File: config.mk
export PLATFORM = sky130hd
export DESIGN_NAME = reg_ctrl_sequencer
export DESIGN_NICKNAME = d
export VERILOG_FILES = /design/src/rtl/reg_ctrl_sequencer_pkg.sv /design/src/rtl/reg_ctrl_decode.sv /design/src/rtl/reg_ctrl_sequencer.sv
export SDC_FILE = /design/constraint.sdc
export NUM_CORES = 1
export LEC_CHECK = 0
export ABC_AREA = 1
export CAP_MARGIN = 25
export CORE_ASPECT_RATIO = 1.5
export CORE_MARGIN = 3
export CORE_UTILIZATION = 46
export CTS_BUF_LIST = sky130_fd_sc_hd__clkbuf_8
export DETAILED_ROUTE_END_ITERATION = 10
export PLACE_DENSITY_LB_ADDON = 0.12
export SLEW_MARGIN = 30
export SYNTH_ARGS = -nofsm -noshare
export SYNTH_HDL_FRONTEND = slang
export SYNTH_HIERARCHICAL = 1
export SYNTH_SLANG_ARGS = --single-unit
File: constraint.sdc
create_clock -name CLKb -period 2 [get_ports CLKb]
set_input_delay 0.3 -clock CLKb [delete_from_list [all_inputs] [get_ports CLKb]]
set_output_delay 0.3 -clock CLKb [all_outputs]
set_load 0.005 [all_outputs]
File: src/rtl/reg_ctrl_sequencer_pkg.sv
// Shared types and constants for the register-file control sequencer.
// The instruction layout, opcode map, ALU selects and the decoded control bundle are defined here.
package reg_ctrl_sequencer_pkg;

    localparam int DW = 10;
    localparam int AW = 2;

    localparam int OPC_HI = 9;
    localparam int OPC_LO = 6;
    localparam int RX_HI  = 5;
    localparam int RX_LO  = 4;
    localparam int RY_HI  = 3;
    localparam int RY_LO  = 2;
    localparam int IMM_HI = 3;
    localparam int IMM_LO = 0;

    typedef enum logic [3:0] {
        OP_LOAD = 4'h0,
        OP_MOV  = 4'h1,
        OP_ADD  = 4'h2,
        OP_SUB  = 4'h3,
        OP_AND  = 4'h4,
        OP_OR   = 4'h5,
        OP_XOR  = 4'h6,
        OP_NOT  = 4'h7,
        OP_ADDI = 4'h8,
        OP_SUBI = 4'h9
    } opcode_e;

    localparam logic [2:0] ALU_ADD = 3'b000;
    localparam logic [2:0] ALU_SUB = 3'b001;
    localparam logic [2:0] ALU_AND = 3'b010;
    localparam logic [2:0] ALU_OR  = 3'b011;
    localparam logic [2:0] ALU_XOR = 3'b100;
    localparam logic [2:0] ALU_NOT = 3'b101;

    typedef enum logic [2:0] {
        S_IDLE = 3'd0,
        S_X1   = 3'd1,
        S_T1   = 3'd2,
        S_T2   = 3'd3,
        S_T3   = 3'd4,
        S_ERR  = 3'd5
    } state_e;

    typedef struct packed {
        logic          instr_ready;
        logic          enw;
        logic [AW-1:0] wra;
        logic          enr0;
        logic          enr1;
        logic [AW-1:0] rda0;
        logic [AW-1:0] rda1;
        logic          a_ld;
        logic          g_ld;
        logic          g_oe;
        logic          ext_oe;
        logic          imm_oe;
        logic [DW-1:0] imm;
        logic [2:0]    alu_op;
        logic          done;
        logic          illegal;
    } ctrl_t;

    function automatic logic [2:0] alu_sel(input logic [3:0] opc);
        case (opc)
            OP_ADD, OP_ADDI: alu_sel = ALU_ADD;
            OP_SUB, OP_SUBI: alu_sel = ALU_SUB;
            OP_AND:          alu_sel = ALU_AND;
            OP_OR:           alu_sel = ALU_OR;
            OP_XOR:          alu_sel = ALU_XOR;
            OP_NOT:          alu_sel = ALU_NOT;
            default:         alu_sel = ALU_ADD;
        endcase
    endfunction

    function automatic state_e first_state(input logic [3:0] opc);
        if (opc == OP_LOAD || opc == OP_MOV)
            first_state = S_X1;
        else if (opc <= OP_SUBI)
            first_state = S_T1;
        else
            first_state = S_ERR;
    endfunction

endpackage

File: src/rtl/reg_ctrl_decode.sv
// Pure Moore decode of {state, IR} into the register-file / ALU control bundle.
// Unknown state encodings decode like IDLE: ready, no enables.
module reg_ctrl_decode
    import reg_ctrl_sequencer_pkg::*;
(
    input  state_e        state_i,
    input  logic [DW-1:0] ir_i,
    output ctrl_t         ctrl_o
);

    logic [3:0]    opc;
    logic [AW-1:0] rx;
    logic [AW-1:0] ry;
    logic [3:0]    imm4;
    logic          imm_op;

    assign opc    = ir_i[OPC_HI:OPC_LO];
    assign rx     = ir_i[RX_HI:RX_LO];
    assign ry     = ir_i[RY_HI:RY_LO];
    assign imm4   = ir_i[IMM_HI:IMM_LO];
    assign imm_op = (opc == OP_ADDI) || (opc == OP_SUBI);

    always_comb begin
        ctrl_o = '0;
        case (state_i)
            S_IDLE: ctrl_o.instr_ready = 1'b1;
            S_X1: begin
                ctrl_o.enw  = 1'b1;
                ctrl_o.wra  = rx;
                ctrl_o.done = 1'b1;
                // MOV relies on the D mux falling back to Q0 with no bus driver enabled
                if (opc == OP_LOAD) begin
                    ctrl_o.ext_oe = 1'b1;
                end else begin
                    ctrl_o.enr0 = 1'b1;
                    ctrl_o.rda0 = ry;
                end
            end
            S_T1: begin
                ctrl_o.enr0   = 1'b1;
                ctrl_o.rda0   = (opc == OP_NOT) ? ry : rx;
                ctrl_o.a_ld   = 1'b1;
                ctrl_o.alu_op = alu_sel(opc);
            end
            S_T2: begin
                ctrl_o.g_ld   = 1'b1;
                ctrl_o.alu_op = alu_sel(opc);
                if (imm_op) begin
                    ctrl_o.imm_oe = 1'b1;
                    ctrl_o.imm    = {{(DW-4){1'b0}}, imm4};
                end else begin
                    ctrl_o.enr1 = 1'b1;
                    ctrl_o.rda1 = ry;
                end
            end
            S_T3: begin
                ctrl_o.g_oe   = 1'b1;
                ctrl_o.enw    = 1'b1;
                ctrl_o.wra    = rx;
                ctrl_o.done   = 1'b1;
                ctrl_o.alu_op = alu_sel(opc);
            end
            S_ERR: begin
                ctrl_o.done    = 1'b1;
                ctrl_o.illegal = 1'b1;
            end
            default: ctrl_o.instr_ready = 1'b1;
        endcase
    end

endmodule

File: src/rtl/reg_ctrl_sequencer.sv
// Multi-cycle sequencer driving the 4x10 register file and ALU latches; holds IR and state.
// LOAD/MOV/illegal finish 1 cycle after accept, ALU ops 3; a new instruction is taken only in IDLE.
module reg_ctrl_sequencer
    import reg_ctrl_sequencer_pkg::*;
#(
    parameter int DW_P = DW,
    parameter int NREG = 4
) (
    input  logic                    CLKb,
    input  logic                    RSTb,
    input  logic [DW_P-1:0]         INSTR,
    input  logic                    INSTR_VALID,
    output logic                    INSTR_READY,
    output logic                    ENW,
    output logic [$clog2(NREG)-1:0] WRA,
    output logic                    ENR0,
    output logic                    ENR1,
    output logic [$clog2(NREG)-1:0] RDA0,
    output logic [$clog2(NREG)-1:0] RDA1,
    output logic                    A_LD,
    output logic                    G_LD,
    output logic                    G_OE,
    output logic                    EXT_OE,
    output logic                    IMM_OE,
    output logic [DW_P-1:0]         IMM,
    output logic [2:0]              ALU_OP,
    output logic                    DONE,
    output logic                    ILLEGAL
);

    state_e        state_q;
    logic [DW-1:0] ir_q;
    ctrl_t         ctrl;

    // Async reset forces IDLE, so every enable (ENW included) drops without waiting for a clock
    always_ff @(posedge CLKb or negedge RSTb) begin
        if (!RSTb) begin
            state_q <= S_IDLE;
            ir_q    <= '0;
        end else begin
            case (state_q)
                S_X1, S_T3, S_ERR: state_q <= S_IDLE;
                S_T1:              state_q <= S_T2;
                S_T2:              state_q <= S_T3;
                default: begin
                    if (INSTR_VALID) begin
                        ir_q    <= INSTR;
                        state_q <= first_state(INSTR[OPC_HI:OPC_LO]);
                    end else begin
                        state_q <= S_IDLE;
                    end
                end
            endcase
        end
    end

    reg_ctrl_decode u_decode (
        .state_i (state_q),
        .ir_i    (ir_q),
        .ctrl_o  (ctrl)
    );

    assign INSTR_READY = ctrl.instr_ready;
    assign ENW         = ctrl.enw;
    assign WRA         = ctrl.wra;
    assign ENR0        = ctrl.enr0;
    assign ENR1        = ctrl.enr1;
    assign RDA0        = ctrl.rda0;
    assign RDA1        = ctrl.rda1;
    assign A_LD        = ctrl.a_ld;
    assign G_LD        = ctrl.g_ld;
    assign G_OE        = ctrl.g_oe;
    assign EXT_OE      = ctrl.ext_oe;
    assign IMM_OE      = ctrl.imm_oe;
    assign IMM         = ctrl.imm;
    assign ALU_OP      = ctrl.alu_op;
    assign DONE        = ctrl.done;
    assign ILLEGAL     = ctrl.illegal;

    bus_drv_onehot: assert property (@(posedge CLKb) disable iff (!RSTb)
        $onehot0({EXT_OE, G_OE, IMM_OE}));

endmodule

Word level (Yosys, flattened, before mapping)
Memories as Yosys holds them, arrays and structs flattened.
Cells that the tools add are included.
{"block": "totals", "romBits": 144, "out_inout_bits": 30, "mem_count": 3, "regBits": 13, "wordCells": 49, "in_bits": 13}
{"block": "op_classes", "mux": 25, "n_lt_le_gt_ge": 1, "n_bitwise": 1, "reduce_logical": 8, "n_eq_ne": 9}
{"name": "(no name shown)", "words": 16, "word_bits": 3, "rd": 1, "rd_ports_with_merged_regs": 0, "wr": 0, "line": "reg_ctrl_sequencer_pkg.sv:66", "rtl": "case (opc)"}
{"name": "(no name shown)", "words": 16, "word_bits": 3, "rd": 1, "rd_ports_with_merged_regs": 0, "wr": 0, "line": "reg_ctrl_sequencer_pkg.sv:66"}
{"name": "(no name shown)", "words": 16, "word_bits": 3, "rd": 1, "rd_ports_with_merged_regs": 0, "wr": 0, "line": "reg_ctrl_sequencer_pkg.sv:66"}
{"operator": "2-to-1 mux 11 bit", "n": 2}
{"operator": "case mux 3 bit (3 select lines)", "n": 2}
{"operator": "2-to-1 mux 3 bit", "n": 4}
{"operator": "2-to-1 mux 1 bit", "n": 11}
{"operator": "== test 4 bit, second input constant", "n": 2}
{"operator": "zero test 4 bit", "n": 2}
{"operator": "2-to-1 mux 2 bit", "n": 4}
{"operator": "== test 3 x 2 -> 1 bit, second input constant", "n": 2}
{"operator": "== test 3 bit, second input constant", "n": 2}
{"operator": "OR reduction 5 bit", "n": 1}
{"operator": "== test 4 x 1 -> 1 bit, second input constant", "n": 1}
{"operator": "== test 4 x 3 -> 1 bit, second input constant", "n": 1}
{"operator": "<= comparator 4 bit, second input constant", "n": 1}
{"operator": "case mux 2 bit (2 select lines)", "n": 1}
{"operator": "== test 3 x 1 -> 1 bit, second input constant", "n": 1}
{"operator": "OR reduction 3 bit", "n": 1}
{"operator": "logical OR 1 bit", "n": 2}
{"operator": "case mux 1 bit (2 select lines)", "n": 1}
{"operator": "AND reduction 2 bit", "n": 1}
{"operator": "OR reduction 2 bit", "n": 1}
{"operator": "inverter 1 bit", "n": 1}

Logic depth before layout (Yosys ltp)
{"block": "logic_depth", "ltp_word": 5, "mapped_depth": 7, "ltp_nobuf": 6}

By module
The synthesis kept the hierarchy.
{"module": "reg_ctrl_sequencer", "cells_each": 75, "instances": 1, "area_each_um2": 590.6, "seq_area_each_um2": 325.3}
{"module": "reg_ctrl_decode", "cells_each": 72, "instances": 1, "area_each_um2": 371.6, "seq_area_each_um2": 0.0}

Worst setup path before layout
Ideal clock, no wire load.
{"block": "synth_path", "path_kind": "register to output", "startpoint": "reg state_q[2]", "endpoint": "out RDA0[0]", "t_arrival_ps": 950, "path_slack_ps": 750, "t_required_ps": 1700, "n_path_buf": 0, "stages_incl_launch_ff": 6, "path_cell_list": "dfrtp_1 > inv_2 > nand2_4 > nor2_2 > nand3_1 > nand2_1"}
{"block": "synth_via", "elab_chain_len": 2, "word_cells_on_any_way": 3, "cone_classes": "eq/ne: 2; mux: 1"}
{"element": "start: declaration", "line": "reg_ctrl_sequencer.sv:31", "rtl": "state_e state_q;"}
{"element": "start signal: assignment", "line": "reg_ctrl_sequencer.sv:48", "rtl": "state_q <= first_state(INSTR[OPC_HI:OPC_LO]);"}
{"element": "== test 3 x 2 -> 1 bit or == test 3 x 1 -> 1 bit (tied branches)", "line": "reg_ctrl_decode.sv:25", "rtl": "case (state_i)"}
{"element": "case mux 2 bit (2 select lines) *", "line": "reg_ctrl_decode.sv:25"}
{"element": "end: declaration", "line": "reg_ctrl_sequencer.sv:18", "rtl": "output logic [$clog2(NREG)-1:0] RDA0,"}
Mark *: on every way between the ends. The rest lies on a longest branch, timed or not.

Worst setup path in the final report
{"block": "layout_path", "startpoint": "reg ir_q[7]", "endpoint": "out EXT_OE"}
{"block": "layout_via", "elab_chain_len": 3}
{"element": "start: declaration", "line": "reg_ctrl_sequencer.sv:32", "rtl": "logic [DW-1:0] ir_q;"}
{"element": "start signal: assignment", "line": "reg_ctrl_sequencer.sv:39", "rtl": "ir_q <= '0;"}
{"element": "start signal: assignment", "line": "reg_ctrl_sequencer.sv:47", "rtl": "ir_q <= INSTR;"}
{"element": "zero test 4 bit", "line": "reg_ctrl_decode.sv:32", "rtl": "if (opc == OP_LOAD) begin"}
{"element": "2-to-1 mux 1 bit", "line": "reg_ctrl_decode.sv:32"}
{"element": "2-to-1 mux 1 bit", "line": "reg_ctrl_decode.sv:25"}
{"element": "end: declaration", "line": "reg_ctrl_sequencer.sv:23", "rtl": "output logic EXT_OE,"}
Every way passes these cells.

==> run_results.csv <==
group,metric,value,unit
sta,fin_crit_sh,96.63,%
pwr,pwr-share-clk,12.0,%
global_route,grt_pass1_vias,953,
floorplanning,start_util,50.59,%
final_layout,final_cell_mix,"nand2_1 (56), clkdlybuf4s50_1 (21), nor2_1 (16), inv_1 (15), dlymetal6s2s_1 (14)",
clock_tree,cts_htree_levels,1,
synth,yosys_warnings,6,
route,ant_nets,0,
floorplanning,die_h,62.02,µm
worst_setup_path,cp.arrival,1.63,ns
pwr,power_density,1324,mW/mm²
pwr,swShare,44.39,%
final_layout,n_fill_cell,134,
pwr,peakVddDrop,0.8719,mV
worst_setup_path,crit_fanout,4,
synth,syn_inst,147,
synth,mappedNetlistArea,962.2,µm²
synth,ys_top_cells_by_area,"dfrtp_1 (34%), nand2_1 (22%), nor2_1 (6.6%), inv_1 (6.2%), buf_4 (4.7%)",
final_layout,fin_util,79.14,%
worst_setup_path,crit_start,"ir_q[7]",
synth,yosysTopAreaCellShare,33.81,%
synth,synth_top_cell_by_area,"dfrtp_1",
route,drt-initial-drc-count,8,
final_layout,final_common_cell,"nand2_1",
route,drt-total-wl,2398,µm
synth,ys_ff_latch,13,
floorplanning,num_io_pins,43,
sta,hold_viol_final,0,
final_layout,diodes,0,
run_status,status,"completed",
hold_path,min_path_type,"in -> async",
pwr,pwr-share-comb,60.7,%
global_route,grt_max_degree,14,
floorplanning,die_w,43.34,µm
worst_setup_path,rr_worst_depth,5,
sta,slew_headroom,61.59,%
global_route,grt_first_pass_wirelength,3884,µm
run,cap_violations,0,
floorplanning,rows,19,
global_route,overflow,0,
final_layout,area_delta_synth_final,56.44,%
synth,synth_cell_type_count,21,
final_layout,final_nets,208,
route,drtPass1Iterations,4,
pwr,power,1.993,mW
route,vias_per_cell,4.800,
synth,syn_area_per_cell,6.545,µm²
clock_tree,hold_buffers,0,
sta,skew,0.001738,ns
worst_setup_path,crit_path_start_kind,"register",
route,drc_errors,0,
clock_tree,clkTransAtPathRegs,0.06,ns
worst_setup_path,r2r_start,"state_q[0]",
final_layout,register_area,331.6,µm²
sta,tightest_slew,0.5744,ns
final_layout,finalNonFillerCells,215,
worst_setup_path,r2r_end,"ir_q[5]",
pwr,p_switching,884.9,µW
final_layout,multi_input_area,541.8,µm²
placed_design,gp_congestion,0.8656,
sta,finalSetupTns,0,ns
clock_tree,insertion_delay,0.24,ns
floorplanning,fp.dieArea,0.002688,mm²
placed_design,dp_worst_setup_slack,0.1434,ns
pwr,p_int,1.109,mW
clock_tree,numCtsBuffers,3,
placed_design,hpwl,1790,µm
floorplanning,fp.coreArea,0.001902,mm²
worst_setup_path,r2r_slack,0.55,ns
sta,rsz0062_at_grt,"true",
sta,slew_viol_final,0,
sta,fmax,517.4,MHz
worst_setup_path,required,1.70,ns
sta,period_minus_slack,1.933,ns
clock_tree,cts_tree,"built",
clock_tree,clock-sinks,13,
global_route,antenna_found_initial,0,
final_layout,drive_above_1_share,23.20,%
sta,setup_viol,0,
pwr,leakage,1.022,nW
worst_setup_path,endpoint,"EXT_OE",
worst_setup_path,endpoint_kind,"output port",
clock_tree,cts-root-buf,"clkbuf_8",
sta,layout_setup_ws,0.06740,ns
clock_tree,clockBufferDepth,2,
placed_design,place_inst,202,
worst_setup_path,crit_type,"reg -> out",
route,vias,1032,
route,wl_per_cell,11.15,µm
placed_design,portBuffers,36,
synth,ys_seq_area_share,33.81,%
pwr,seqPwrFrac,27.3,%
global_route,track_usage,18.88,%
[power groups by stage]
stage / clock network [mW] / logic, mW / registers, mW
after floorplan: 0 / 0.652 / 0.508
after global placement: 0 / 1.00 / 0.532
after detailed placement: 0 / 1.03 / 0.540
after CTS: 0.238 / 1.14 / 0.523
after global routing: 0.254 / 1.35 / 0.565
final: 0.239 / 1.21 / 0.545
[repair_timing]
| item | CTS | global route |
|---|---|---|
| resized for setup | 6 | 23 |
| pin swaps | 0 | 2 |
| buffers inserted | 5 | 4 |
| endpoints found under the setup margin | 19 | 17 |
[worst max-delay path: stages (launching register included)]
cell and delay (ns):
dfrtp_2 0.44, nor2_4 0.14, nand2_1 0.11, nor3_1 0.17
clkdlybuf4s50_1 0.53
[sequential cells by signal (all words and copies together) (netlist names)]
signal,flops
ir_q,10
state_q,3
[cell usage after synthesis, drive strengths merged]
library cell  count
nor2             27
a21boi            1
nand2            64
nor3              1
nand3             8
conb              1
inv              21
buf               7
dfrtp            13
o21ai             1
a21oi             1
xnor2             1
clkinv            1
[logic make-up after synthesis]
kind of cell	share of synthesized area [%]
simple gates	48.63
xor+xnor	0.9104
flops	33.81
buf+inv	14.43
compound gates	1.820
other cells	0.3897
[worst min-delay path by stage]
stage | from | end | slack [ns] | depth (start not counted)
finish | RSTb | ir_q[2] | 0.42 | 1
global route | RSTb | ir_q[2] | 0.46 | 1
CTS | RSTb | ir_q[2] | 0.44 | 1
detailed placement | ir_q[1] | ir_q[1] | 0.47 | 2
global placement | ir_q[0] | ir_q[0] | 0.45 | 2
floorplan | RSTb | ir_q[0] | 0.004 | 0
[layer usage]
layer | global-route usage [%] | wire, µm
met5 | 0 | 0
met4 | 10.78 | 76
met3 | 2.305 | 147
met2 | 35.31 | 1265
met1 | 20.32 | 909
[stage by stage]
stage,area (µm²),hold slack (ns)
floorplan,980.9,0.004409
detailed placement,1311,0.4683
CTS,1415,0.4373
global route,1505,0.4577
finish,1505,0.4226
global placement,1311,0.4545
[layout make-up]
cell class	instances	area share, %
multi-input combinational	110	35.99
clock buffer	3	2.743
sequential	13	22.03
inverter	22	5.653
tap	21	1.746
timing repair buffer	45	31.50
clock inverter	1	0.3325
(Power assumes the default switching activity.)
